===== src/rtl/wallclock_set_controller.sv =====
// WallClock controller: 1 s prescaler, button-driven time-set FSM (RUN/SET_HOURS/SET_MINUTES)
// with a one-cycle load strobe on exit and a blink phase for the field being edited.
module wallclock_set_controller #(
  parameter int TICK_DIV   = 100000000,
  parameter int BLINK_HALF = 25000000
) (
  input  logic       CLK100MHZ,
  input  logic       reset,
  input  logic       btn_mode,
  input  logic       btn_inc,
  input  logic       btn_dec,
  input  logic [4:0] cur_hours,
  input  logic [5:0] cur_minutes,
  output logic       tick_1s,
  output logic       load,
  output logic [4:0] load_hours,
  output logic [5:0] load_minutes,
  output logic [5:0] load_seconds,
  output logic [1:0] mode,
  output logic       blink_hours,
  output logic       blink_minutes
);

  localparam int PW = (TICK_DIV > 1) ? $clog2(TICK_DIV) : 1;
  localparam int BW = (BLINK_HALF > 1) ? $clog2(BLINK_HALF) : 1;
  localparam logic [PW-1:0] PRESC_LAST = PW'(TICK_DIV - 1);
  localparam logic [BW-1:0] BLINK_LAST = BW'(BLINK_HALF - 1);

  typedef enum logic [1:0] {
    RUN         = 2'd0,
    SET_HOURS   = 2'd1,
    SET_MINUTES = 2'd2
  } state_t;

  state_t        state;
  logic [2:0]    sync1, sync2, sync3, press;
  logic [PW-1:0] presc;
  logic [BW-1:0] blink_cnt;
  logic          blink_phase;
  logic          press_mode, step_up, step_dn;

  // Bit order {dec, inc, mode}; sync regs reset high so a button held through reset is not a press.
  always_ff @(posedge CLK100MHZ) begin
    if (reset) begin
      sync1 <= '1;
      sync2 <= '1;
      sync3 <= '1;
      press <= '0;
    end else begin
      sync1 <= {btn_dec, btn_inc, btn_mode};
      sync2 <= sync1;
      sync3 <= sync2;
      press <= sync2 & ~sync3;
    end
  end

  assign press_mode = press[0];
  assign step_up    = press[1] & ~press[2] & ~press[0];
  assign step_dn    = press[2] & ~press[1] & ~press[0];

  always_ff @(posedge CLK100MHZ) begin
    if (reset) begin
      state        <= RUN;
      load         <= 1'b0;
      load_hours   <= '0;
      load_minutes <= '0;
      presc        <= '0;
      blink_cnt    <= '0;
      blink_phase  <= 1'b0;
    end else begin
      load <= 1'b0;
      case (state)
        RUN: begin
          if (press_mode) begin
            state        <= SET_HOURS;
            load_hours   <= (cur_hours > 5'd23) ? 5'd0 : cur_hours;
            load_minutes <= (cur_minutes > 6'd59) ? 6'd0 : cur_minutes;
          end
        end
        SET_HOURS: begin
          if (press_mode)   state <= SET_MINUTES;
          else if (step_up) load_hours <= (load_hours == 5'd23) ? 5'd0 : load_hours + 5'd1;
          else if (step_dn) load_hours <= (load_hours == 5'd0) ? 5'd23 : load_hours - 5'd1;
        end
        SET_MINUTES: begin
          if (press_mode) begin
            state <= RUN;
            load  <= 1'b1;
          end
          else if (step_up) load_minutes <= (load_minutes == 6'd59) ? 6'd0 : load_minutes + 6'd1;
          else if (step_dn) load_minutes <= (load_minutes == 6'd0) ? 6'd59 : load_minutes - 6'd1;
        end
        default: state <= RUN;
      endcase

      // Time is frozen outside RUN; leaving set mode restarts the second from zero.
      if (state == RUN && !press_mode)
        presc <= (presc == PRESC_LAST) ? '0 : presc + PW'(1);
      else
        presc <= '0;

      if (press_mode) begin
        blink_cnt   <= '0;
        blink_phase <= 1'b0;
      end else if (blink_cnt == BLINK_LAST) begin
        blink_cnt   <= '0;
        blink_phase <= ~blink_phase;
      end else begin
        blink_cnt <= blink_cnt + BW'(1);
      end
    end
  end

  assign tick_1s       = (state == RUN) && (presc == PRESC_LAST);
  assign load_seconds  = 6'd0;
  assign mode          = state;
  assign blink_hours   = (state == SET_HOURS) && blink_phase;
  assign blink_minutes = (state == SET_MINUTES) && blink_phase;

endmodule


===== config.mk =====
export PLATFORM = sky130hd
export DESIGN_NAME = wallclock_set_controller
export DESIGN_NICKNAME = d
export VERILOG_FILES = /design/src/rtl/wallclock_set_controller.sv
export SDC_FILE = /design/constraint.sdc
export NUM_CORES = 1
export LEC_CHECK = 0
export BUFFER_PORTS_ARGS = -buffer_cell sky130_fd_sc_hd__buf_2
export CAP_MARGIN = 5
export CORE_MARGIN = 5
export CORE_UTILIZATION = 40
export CTS_BUF_LIST = sky130_fd_sc_hd__clkbuf_4 sky130_fd_sc_hd__clkbuf_8
export DETAILED_ROUTE_END_ITERATION = 6
export SLEW_MARGIN = 20
export SYNTH_ARGS = -nofsm -noshare
export SYNTH_HDL_FRONTEND = slang
export SYNTH_SLANG_ARGS = --single-unit

===== constraint.sdc =====
create_clock -name CLK100MHZ -period 1.75 [get_ports CLK100MHZ]
set_clock_uncertainty 0.2 [all_clocks]
set_input_delay 0.0875 -clock CLK100MHZ [delete_from_list [all_inputs] [get_ports CLK100MHZ]]
set_output_delay 0.0875 -clock CLK100MHZ [all_outputs]
set_load 0.02 [all_outputs]

Word level (Yosys, flattened, before mapping). Index checks and enable logic that the tools add are counted.

Flip-flop bits (word level): 79. Input port bits: 16. Output and inout bits: 23. Word-level logic and storage cells: 82.

Add/sub/neg operators: 6. $lt $le $gt $ge: 2. Equal/unequal tests: 13. Muxes and demuxes: 21. Bitwise logic cells: 12. Reduce and logical (&&, ||, !) cells: 17.

Operators by type and width (number): 6-bit 2-to-1 mux (7); 5-bit 2-to-1 mux (7); 27-bit by 1-bit adder with 27-bit output, second input constant (1); 27-bit == test, second input constant (1); 25-bit by 1-bit adder with 25-bit output, second input constant (1); 25-bit == test, second input constant (1); 6-bit one-hot mux with 2 select lines (1); 2-bit != test, second input constant (5); 5-bit one-hot mux with 2 select lines (1); 4-bit AND reduction (2); 6-bit by 1-bit adder with 6-bit output, second input constant (1); 6-bit == test, second input constant (1); 6-bit greater-than comparator, second input constant (1); 6-bit logical NOT (1); 2-bit 2-to-1 mux (3); 3-bit != test, second input constant (2); 1-bit inverter (6); 2-bit one-hot mux with 3 select lines (1); 3-bit OR reduction (2); 6-bit by 1-bit subtractor with 6-bit output, second input constant (1); 5-bit by 1-bit adder with 5-bit output, second input constant (1); 5-bit == test, second input constant (1); 5-bit greater-than comparator, second input constant (1); 5-bit logical NOT (1); other kinds (13) (21).

Logic depth before layout (Yosys ltp). Gate-level depths: netlist of the first run.

Word-level depth: 7. Gate-level depth with buffers: 7. Depth with buffers taken out: 7.

Worst setup path after synthesis of the first run. Ideal clock, no wire load.

Kind: reg-to-output. Start point: register presc[0]. End point: output port tick_1s. Data arrival time: 1844 ps. Path slack: -381 ps. Cell stages (with the launch flop): 7. Path buffers: 1. Cells stage by stage: dfxtp_1 > ha_1 > nand3_1 > nor2b_1 > buf_2 > nand2_1 > nor4b_1.

Word-level cells in the longest chain between the ends: 2.

RTL lines: start, declared (line 37) `logic [PW-1:0] presc;`; start signal, assigned (line 98) `presc <= (presc == PRESC_LAST) ? '0 : presc + PW'(1);`; 27-bit == test (line 114) `assign tick_1s = (state == RUN) && (presc == PRESC_LAST);`; 1-bit logical AND (line 114); end, declared (line 14) `output logic tick_1s,`.

No other way between the ends.

Final worst setup path of the first run.
Start point: register presc[23]. End point: output port tick_1s.

Same word-level chain as after synthesis.

==> impl_metrics.toml, run 1 <==
[status]
outcome = "complete, but fails checks"
violations = "setup timing"

[power_and_ir_drop]
leakagePower_nw = 2.516
pwr_density_cell_nw_per_um2 = 591.9
ir_drop_mv = 0.7824

[floorplan]
start_util_pct = 40.74
dieArea_um2 = 11950
die_h_um = 109.3
core_um2 = 9684
io_pins = 39
row_count = 36
dieWidth_um = 109.3

[worst_setup_path]
crit_type = "flip-flop to output port"
start_kind = "flip-flop"
cp_max_fo = 2
startpoint = "presc[23]$_SDFF_PP0_"
reg2reg_depth = 7
crit_required_ns = 1.46
timing.rr.start = "load_minutes[1]$_SDFFE_PP0P_"
cp-end-kind = "output port"
rrSetupSlack_ns = -0.17
worstPathArrival_ns = 1.71

[drt]
wire_per_inst_um = 14.79
ant_nets = 0
vias_per_cell = 5.102
dr_total_vias = 3862
drc = 0
drt_iter0_markers = 154
drt_wl_total_um = 11200
firstDrtPassIters = 4

[final_layout]
num_antenna_cells = 0
num-nets-final = 642
layout-drive-gt1-share_pct = 54.33
finalNonFillerCells = 757
fin_util_pct = 66.86
area_delta_synth_final_pct = 64.13

[synth]
synth_area_um2 = 3945
synth_area_per_cell_um2 = 8.767
async_flop_share_pct = 0
synth.distinct_cells = 64
yosysSeqAreaShare_pct = 40.09
ys.flop_type = "dfxtp_1"
yosys_register_bits = 79
synth-edff-count = 0
yosys_warnings = 0
syn_inst = 450

[global_route]
grt_pass1_vias = 3642
antenna_found_initial = 0
gr-total-overflow = 0
grt_first_pass_wirelength_um = 17020
grt_max_degree = 26
grt_use_total_pct = 17.86

[worst_hold_path]
hold_start = "reset"
holdCritPathClass = "primary input to flip-flop"
hold_path_depth = 4

[timing]
drv_slew = 0
finalCritPeriodShare_pct = 113.9
period_needed_ns = 1.993
hold_ws_ns = 0.07361
setup_violations = 52
final.setup.worst_slack_ns = -0.2430
setup_tns_ns = -4.254
hold_violations = 0
rsz0062_at_grt = "true"
clock.fmax_ghz = 0.5018

[clock_network]
cts.clk_slew.worst_paths_ns = 0.09
cts_sinks = 79
cts_root_buf = "clkbuf_8"
htreeDepth = 3
cts_inserted_buffers = 9
cts_buffer_depth = 2
tritoncts = "done"
insertion_delay_ns = 0.36

[place]
place.gp.congestion = 0.9023
placed_cells = 697
io_buffers = 32
dp_hpwl_um = 6956
post-place-ws_ns = -0.1398

[flow_run]
cap_viol_max_count = 0
-- stage by stage --
step	total power, mW	cell area, µm²
after floorplan	2.051	4105
after global placement	2.135	5036
after detailed placement	2.141	5036
after CTS	3.763	5806
after global routing	3.988	6475
final	3.833	6475
-- worst paths after layout --
| kind | endpoint |
|---|---|
| worst min-delay path | load$_SDFF_PP0_ |
| worst max register to register | load_minutes[3]$_SDFFE_PP0P_ |
| worst max-delay path | tick_1s |
| worst min register to register | press[2]$_SDFF_PP0_ |
-- Yosys cell counts (8+ instances only) --
library cell  count  area [µm²]
inv_1             9       33.78
nor2_1           64       240.2
clkbuf_1         10       37.54
a21oi_1          14       70.07
buf_4             9       67.56
nand2_1          25       93.84
nor3_1            8       40.04
o21ai_0           9       45.04
and3_1            9       56.30
nand4_1          16       100.1
nand3_1          29       145.1
or2_2             9       56.30
xnor2_1          14       122.6
xor2_1           38       332.8
dfxtp_1          79        1582
-- logic make-up (layout without fill, tap and decap cells) --
family                     Yosys count  count (layout)  synth area share [%]
AOI/OAI and AO/OA                   59              59                 10.37
xor gates and xnor gates            52              52                 11.54
adders and majority gates            7               7                 2.220
buffers and inverters               36             205                 4.852
DFF                                 79              79                 40.09
muxes                                1               1                0.2537
other                                1               6               0.09506
and+or+nand+nor                    215             215                 30.57
-- power by group --
part / internal [mW] / leakage (nW) / switching, mW
registers: 1.82 / 0.660 / 0.0245
logic: 0.218 / 1.75 / 0.212
clock network: 0.850 / 0.109 / 0.712
-- flip-flops by register name (all words and copies together) (netlist names) --
| register | cells |
|---|---|
| sync1 | 3 |
| load | 1 |
| presc | 27 |
| load_minutes | 6 |
| sync3 | 3 |
| press | 3 |
| blink_phase | 1 |
| load_hours | 5 |
| blink_cnt | 25 |
| mode | 2 |
| sync2 | 3 |
-- cell type report --
cell class | count | area (µm²)
well taps | 133 | 166.4
fillers | 745 | 3209
clock inverters | 6 | 92.59
inverters | 9 | 43.79
repair buffers | 180 | 1490
clock buffers | 10 | 137.6
flip-flops and latches | 79 | 1648
multi-input cells | 340 | 2897
-- placed cells by master, fill, tap and decap left out, drive strengths merged, types with 4 or more instances in the layout --
cell type | netlist | routed
dlygate4sd3 | 0 | 21
nand4 | 17 | 17
nor3 | 9 | 9
and4 | 7 | 7
a21oi | 14 | 14
nand2 | 25 | 25
nor3b | 4 | 4
or2 | 9 | 9
o21ai | 10 | 10
a211oi | 6 | 6
o31ai | 4 | 4
buf | 17 | 157
nor2 | 64 | 64
and3 | 9 | 9
nor2b | 7 | 7
nor4 | 10 | 10
nand3 | 29 | 29
xnor2 | 14 | 14
dfxtp | 79 | 79
or3 | 4 | 4
ha | 7 | 7
xor2 | 38 | 38
nand2b | 5 | 5
clkbuf | 10 | 12
inv | 9 | 10
and2 | 4 | 4
conb | 1 | 6
-- worst max-delay path, cell delays in order, from the launching register on --
cell and delay, ns:
dfxtp_2 0.34, and4_4 0.24, nand2_4 0.06, nor4_4 0.28
nor4b_4 0.24, buf_4 0.18
-- per-layer routing --
| metal | up-vias | share of wire [%] | global-route usage (%) |
|---|---|---|---|
| met5 | - | 0 | 0 |
| met2 | 69 | 51 | 30.04 |
| li1 | 1915 | - | - |
| met4 | 0 | 1.3 | 5.165 |
| met1 | 1860 | 44 | 22.76 |
| met3 | 18 | 4.2 | 4.345 |
-- what timing repair did --
item,4_1_cts,5_1_grt
pin swaps,31,61
gates cloned,1,3
setup buffers,9,15
endpoints found under the setup margin,62,64
resized for setup,64,137
endpoints found under the hold margin,19,1
hold buffers,20,1
No activity file was read; power rests on OpenSTA's default activity.
==> inputs of run 2 (changes only) <==
--- a/config.mk
+++ b/config.mk
@@ -8,9 +8,11 @@
 export BUFFER_PORTS_ARGS = -buffer_cell sky130_fd_sc_hd__buf_2
 export CAP_MARGIN = 5
 export CORE_MARGIN = 5
-export CORE_UTILIZATION = 40
+export CORE_UTILIZATION = 55
 export CTS_BUF_LIST = sky130_fd_sc_hd__clkbuf_4 sky130_fd_sc_hd__clkbuf_8
+export CTS_CLUSTER_DIAMETER = 150
 export DETAILED_ROUTE_END_ITERATION = 6
+export PLACE_DENSITY = 0.78
 export SLEW_MARGIN = 20
 export SYNTH_ARGS = -nofsm -noshare
 export SYNTH_HDL_FRONTEND = slang
==> run 2 against run 1 <==
The flow still finishes with violations (setup timing). Routed wire length increased by 53%. Largest power group unchanged. Fmax decreased by 4.7%. Clock power increased by 12%. Global-route usage increased by 8.2 points. Worst setup slack got worse by 0.098 ns. Non-clock buffer count decreased by 19. Sequential power about the same. Via count increased by 20%. Register-to-register slack got worse by 0.06 ns. Combinational power increased by 7.2%.
==> impl_metrics.toml, run 2 (synthesis gave the netlist of run 1 again) <==
[status]
outcome = "complete, but fails checks"
violations = "setup timing"

[clock_network]
cts.clk_slew.worst_paths_ns = 0.08
cts_sinks = 79
tritoncts = "done"
cts_inserted_buffers = 9
cts_root_buf = "clkbuf_8"
insertion_delay_ns = 0.37
cts_buffer_depth = 2
htreeDepth = 3

[timing]
hold_violations = 0
finalCritPeriodShare_pct = 119.5
slew_headroom_pct = 60.71
rsz0062_at_grt = "true"
setup_violations = 64
drv_slew = 0
hold_ws_ns = 0.2069
tightestPinTransition_ns = 0.5817
period_needed_ns = 2.091
clock.fmax_ghz = 0.4782
final.setup.worst_slack_ns = -0.3412

[final_layout]
multi_input_area_um2 = 3064
layout-drive-gt1-share_pct = 57.36
layout_common_cells = "buf_4, dfxtp_1, nor2_4"
fin_util_pct = 94.21
finalNonFillerCells = 701
mostFrequentLayoutCell = "buf_4"
num-nets-final = 623
num_antenna_cells = 0
regMostFlops = "presc"
largest_registers = "presc: 27 flops, blink_cnt: 25 flops, load_minutes: 6 flops"
largest_reg_flops = 27
seqCellArea_um2 = 1654
n_fill_cell = 196
finalInstanceArea_um2 = 6471
area_delta_synth_final_pct = 64.03

[floorplan]
dieArea_um2 = 8966
core_um2 = 6869
die_h_um = 94.69
start_util_pct = 57.43
row_count = 30
dieWidth_um = 94.69
io_pins = 39

[global_route]
grt_pass1_vias = 3853
antenna_found_initial = 0
gr-total-overflow = 0
grt_max_degree = 30
grt_use_total_pct = 26.06
grt_first_pass_wirelength_um = 18380

[power_and_ir_drop]
swShare_pct = 24.35
pwr_density_cell_nw_per_um2 = 625.8
seq_power_share_pct = 45.7
ir_drop_mv = 0.6794
pwr-share-comb_pct = 11.4
p_int_mw = 3.063
clockPowerShare_pct = 42.9
power_mw = 4.049
leakagePower_nw = 2.490
p_switching_uw = 986.2

[worst_setup_path]
max_stage_delay_ns = 0.35
cp_cell_sequence = "and4_4 -> nand2_4 -> nor4_4 -> nor4b_4 -> buf_4"
crit_type = "flip-flop to output port"
critPathSlowestCell = "dfxtp_2"
worstPathArrival_ns = 1.80
cp_max_fo = 2
crit_required_ns = 1.46
start_kind = "flip-flop"
cp-end-kind = "output port"

[drt]
drt_iter0_markers = 470
dr_total_vias = 4640
drc = 0
wire_per_inst_um = 24.42
ant_nets = 0
drt_wl_total_um = 17120
vias_per_cell = 6.619
firstDrtPassIters = 5

[place]
placed_area_um2 = 4847
place.gp.congestion = 0.9453
dp_hpwl_um = 6590
io_buffers = 32
placed_cells = 641

[flow_run]
cap_viol_max_count = 0

[worst_hold_path]
holdCritPathClass = "flip-flop to flip-flop"
## run 2: changes by cell type in the layout (fill, tap and decap cells not counted), sizes merged
cell	previous run	this run
clkinv	1	0
bufinv	2	3
inv	10	9
clkbuf	12	15
dlygate4sd3	21	16
clkinvlp	2	0
buf	157	143
## run 2: worst max-delay path, delay by kind of cell, from the launching register on
kind / cells / cell delay [ns]
flops: 1 / 0.35
simple gates: 4 / 0.90
buf+inv: 1 / 0.19
## run 2: power groups by stage
stage | Clock [mW] | Sequential, mW | Combinational [mW]
2_1_floorplan | 0 | 1.88 | 0.166
3_3_place_gp | 0 | 1.88 | 0.244
3_5_place_dp | 0 | 1.88 | 0.252
4_1_cts | 1.68 | 1.84 | 0.318
5_1_grt | 1.80 | 1.85 | 0.483
6_report | 1.74 | 1.85 | 0.462
## run 2: metrics by stage
step | TNS, ns | setup slack (ns)
after floorplan | -0.4248 | -0.1259
after global routing | -14.41 | -0.4511
after detailed placement | -4.421 | -0.1645
after CTS | -2.512 | -0.2613
after global placement | -4.195 | -0.1588
final | -9.044 | -0.3412
## run 2: path summary, 6_finish.rpt
kind	startpoint	end	slack, ns	cells after the start
worst max-delay path	presc[20]$_SDFF_PP0_	tick_1s	-0.34	5
worst min-delay path	sync3[0]$_SDFF_PP1_	press[0]$_SDFF_PP0_	0.21	1
worst max register to register	presc[9]$_SDFF_PP0_	presc[18]$_SDFF_PP0_	-0.23	8
worst min register to register	sync3[0]$_SDFF_PP1_	press[0]$_SDFF_PP0_	0.21	1
## run 2: area by class of cell
| type | instances | share of cell area, % |
|---|---|---|
| multi-input cells | 340 | 47.35 |
| flip-flops and latches | 79 | 25.56 |
| repair buffers | 161 | 20.65 |
| clock buffers | 13 | 2.475 |
| well taps | 96 | 1.856 |
| clock inverters | 3 | 1.392 |
| inverters | 9 | 0.7154 |
## run 2: what timing repair did
action | CTS | global route
cloned | 1 | 3
hold buffers | 16 | 0
hold endpoints to repair | 17 | 0
setup endpoints to repair | 64 | 63
resized for setup | 64 | 174
pin swaps | 32 | 64
buffers inserted | 8 | 20
## run 2: per-layer routing
layer | wire [µm] | track usage, % | vias to the layer above | part of all wire [%]
met3 | 1651 | 6.932 | 153 | 9.6
met2 | 8229 | 46.04 | 425 | 48
met4 | 1527 | 9.375 | 0 | 8.9
li1 | - | - | 1871 | -
met1 | 5709 | 30.12 | 2191 | 33
met5 | 0 | 0 | - | 0
==> inputs of run 3 (changes only) <==
--- a/config.mk
+++ b/config.mk
@@ -7,12 +7,12 @@
 export LEC_CHECK = 0
 export BUFFER_PORTS_ARGS = -buffer_cell sky130_fd_sc_hd__buf_2
 export CAP_MARGIN = 5
-export CORE_MARGIN = 5
-export CORE_UTILIZATION = 55
+export CORE_MARGIN = 2
+export CORE_UTILIZATION = 65
 export CTS_BUF_LIST = sky130_fd_sc_hd__clkbuf_4 sky130_fd_sc_hd__clkbuf_8
 export CTS_CLUSTER_DIAMETER = 150
 export DETAILED_ROUTE_END_ITERATION = 6
-export PLACE_DENSITY = 0.78
+export PLACE_DENSITY = 0.87
 export SLEW_MARGIN = 20
 export SYNTH_ARGS = -nofsm -noshare
 export SYNTH_HDL_FRONTEND = slang
==> constraint.sdc (replaced) <==
create_clock -name CLK100MHZ -period 2.62 [get_ports CLK100MHZ]
set_clock_uncertainty 0.2 [all_clocks]
set_input_delay 0.131 -clock CLK100MHZ [delete_from_list [all_inputs] [get_ports CLK100MHZ]]
set_output_delay 0.131 -clock CLK100MHZ [all_outputs]
set_load 0.02 [all_outputs]
==> run 3 against run 2 <==
The run now ends clean. Utilization down 19 points. Largest cell class unchanged. Routed wire length shrank 54%. Worst hold slack worse by 0.19 ns.
==> impl_metrics.toml, run 3 (synthesis gave the netlist of run 1 again) <==
[status]
outcome = "complete, no violations"

[global_route]
grt_pass1_vias = 2986
antenna_found_initial = 0
gr-total-overflow = 0
grt_first_pass_wirelength_um = 12990
grt_max_degree = 31
grt_use_total_pct = 24.73

[floorplan]
die_h_um = 81.91
start_util_pct = 67.03
row_count = 28
io_pins = 39
core_um2 = 5886
dieWidth_um = 81.91
dieArea_um2 = 6708

[final_layout]
num_antenna_cells = 0
layout-drive-gt1-share_pct = 15.13
area_delta_synth_final_pct = 11.67
largest_registers = "presc: 27 flops, blink_cnt: 25 flops, load_minutes: 6 flops"
mostFrequentLayoutCell = "dfxtp_1"
num-nets-final = 508
regMostFlops = "presc"
fin_util_pct = 74.85
finalNonFillerCells = 564
layout_common_cells = "dfxtp_1, nor2_1, xor2_1"
largest_reg_flops = 27

[drt]
vias_per_cell = 5.890
drt_iter0_markers = 210
wire_per_inst_um = 14.06
firstDrtPassIters = 4
drt_wl_total_um = 7931
ant_nets = 0
drc = 0
dr_total_vias = 3322

[clock_network]
cts_root_buf = "clkbuf_8"
cts_inserted_buffers = 9
cts_sinks = 79
tritoncts = "done"
insertion_delay_ns = 0.34
holdBufCountCts = 10
cts_buffer_depth = 2
cts.clk_slew.worst_paths_ns = 0.08
post-cts-setup-buffers = 0
ctsResizeCount = 0
htreeDepth = 3

[worst_setup_path]
startpoint = "press[0]$_SDFF_PP0_"
crit_type = "flip-flop to flip-flop"
crit_required_ns = 2.70
cp_cell_sequence = "or3b_1 -> o31ai_1 -> nand4_1 -> dlygate4sd3_1 -> a31oi_1"
reg2reg_to = "load_minutes[3]$_SDFFE_PP0P_"
start_kind = "flip-flop"
reg2reg_depth = 5
cp_max_fo = 14
crit_end = "load_minutes[3]$_SDFFE_PP0P_"
cp_num_buf_inv = 1
cp-end-kind = "flip-flop"
max_stage_delay_ns = 0.62
cp_top_family = "flip-flops"
critPathSlowestCell = "dfxtp_1"
rrSetupSlack_ns = 0.25
worstPathArrival_ns = 2.45
timing.rr.start = "press[0]$_SDFF_PP0_"
cp.depth = 5

[place]
placed_cells = 539
place.gp.congestion = 0.8376
post-place-ws_ns = 0.4367
io_buffers = 32
dp_hpwl_um = 5349

[timing]
hold_violations = 0
slew_headroom_pct = 55.29
rsz0062_at_grt = "false"
tightestPinTransition_ns = 0.6667
finalCritPeriodShare_pct = 90.38
final.setup.worst_slack_ns = 0.2520
setup_violations = 0
clock.fmax_ghz = 0.4223
drv_slew = 0
hold_ws_ns = 0.01695
setup_tns_ns = 0
period_needed_ns = 2.368

[power_and_ir_drop]
ir_drop_mv = 0.3512
leakagePower_nw = 1.673
pwr_density_cell_nw_per_um2 = 535.0

[worst_hold_path]
holdCritPathClass = "primary input to flip-flop"

[flow_run]
cap_viol_max_count = 0
run 3: cell count changes in the layout (fill, tap and decap cells not counted), sizes merged:
cell,change
clkinv,+2
dlygate4sd3,-6
clkbuf,-4
buf,-107
bufinv,-1
run 3: layer usage:
metal  wire length, µm  track usage (%)
met1              3529            30.32
met4                95            14.17
met3               417            4.615
met5                 0                0
met2              3889            40.57
run 3: worst min path at each step:
| stage | startpoint | to | slack (ns) | cells past startpoint |
|---|---|---|---|---|
| after floorplan | btn_mode | sync1[0]$_SDFF_PP1_ | 0.03 | 1 |
| after global placement | btn_inc | sync1[1]$_SDFF_PP1_ | 0.12 | 2 |
| after detailed placement | btn_mode | sync1[0]$_SDFF_PP1_ | 0.11 | 2 |
| after CTS | cur_hours[3] | load_hours[4]$_SDFFE_PP0P_ | 0.003 | 5 |
| after global routing | cur_hours[3] | load_hours[4]$_SDFFE_PP0P_ | 0.03 | 5 |
| final | cur_hours[3] | load_hours[4]$_SDFFE_PP0P_ | 0.02 | 5 |
run 3: report_power, final:
| part | internal (mW) | total (mW) | switching [mW] | leakage, nW |
|---|---|---|---|---|
| Sequential | 1.22 | 1.24 | 0.0196 | 0.640 |
| Clock | 0.565 | 0.986 | 0.421 | 0.113 |
| Combinational | 0.0571 | 0.133 | 0.0759 | 0.921 |
run 3: metrics by stage:
| step | power (mW) | instance area, µm² |
|---|---|---|
| after CTS | 2.373 | 4405 |
| after detailed placement | 1.387 | 4090 |
| after global routing | 2.445 | 4405 |
| final | 2.357 | 4405 |
| after global placement | 1.383 | 4090 |
| after floorplan | 1.363 | 3964 |
run 3: final cells by class:
| class | count | area, µm² |
|---|---|---|
| multi-input combinational | 340 | 2191 |
| timing repair buffer | 46 | 290.3 |
| sequential | 79 | 1582 |
| inverter | 9 | 33.78 |
| clock inverter | 4 | 70.07 |
| tap | 75 | 93.84 |
| clock buffer | 11 | 145.1 |
| fill | 418 | 1480 |
run 3: tightest hold or removal path: stages:
cell,delay (ns)
buf_2,0.10
nand2b_1,0.10
a21oi_1,0.06
nand2_1,0.06
o32ai_1,0.06
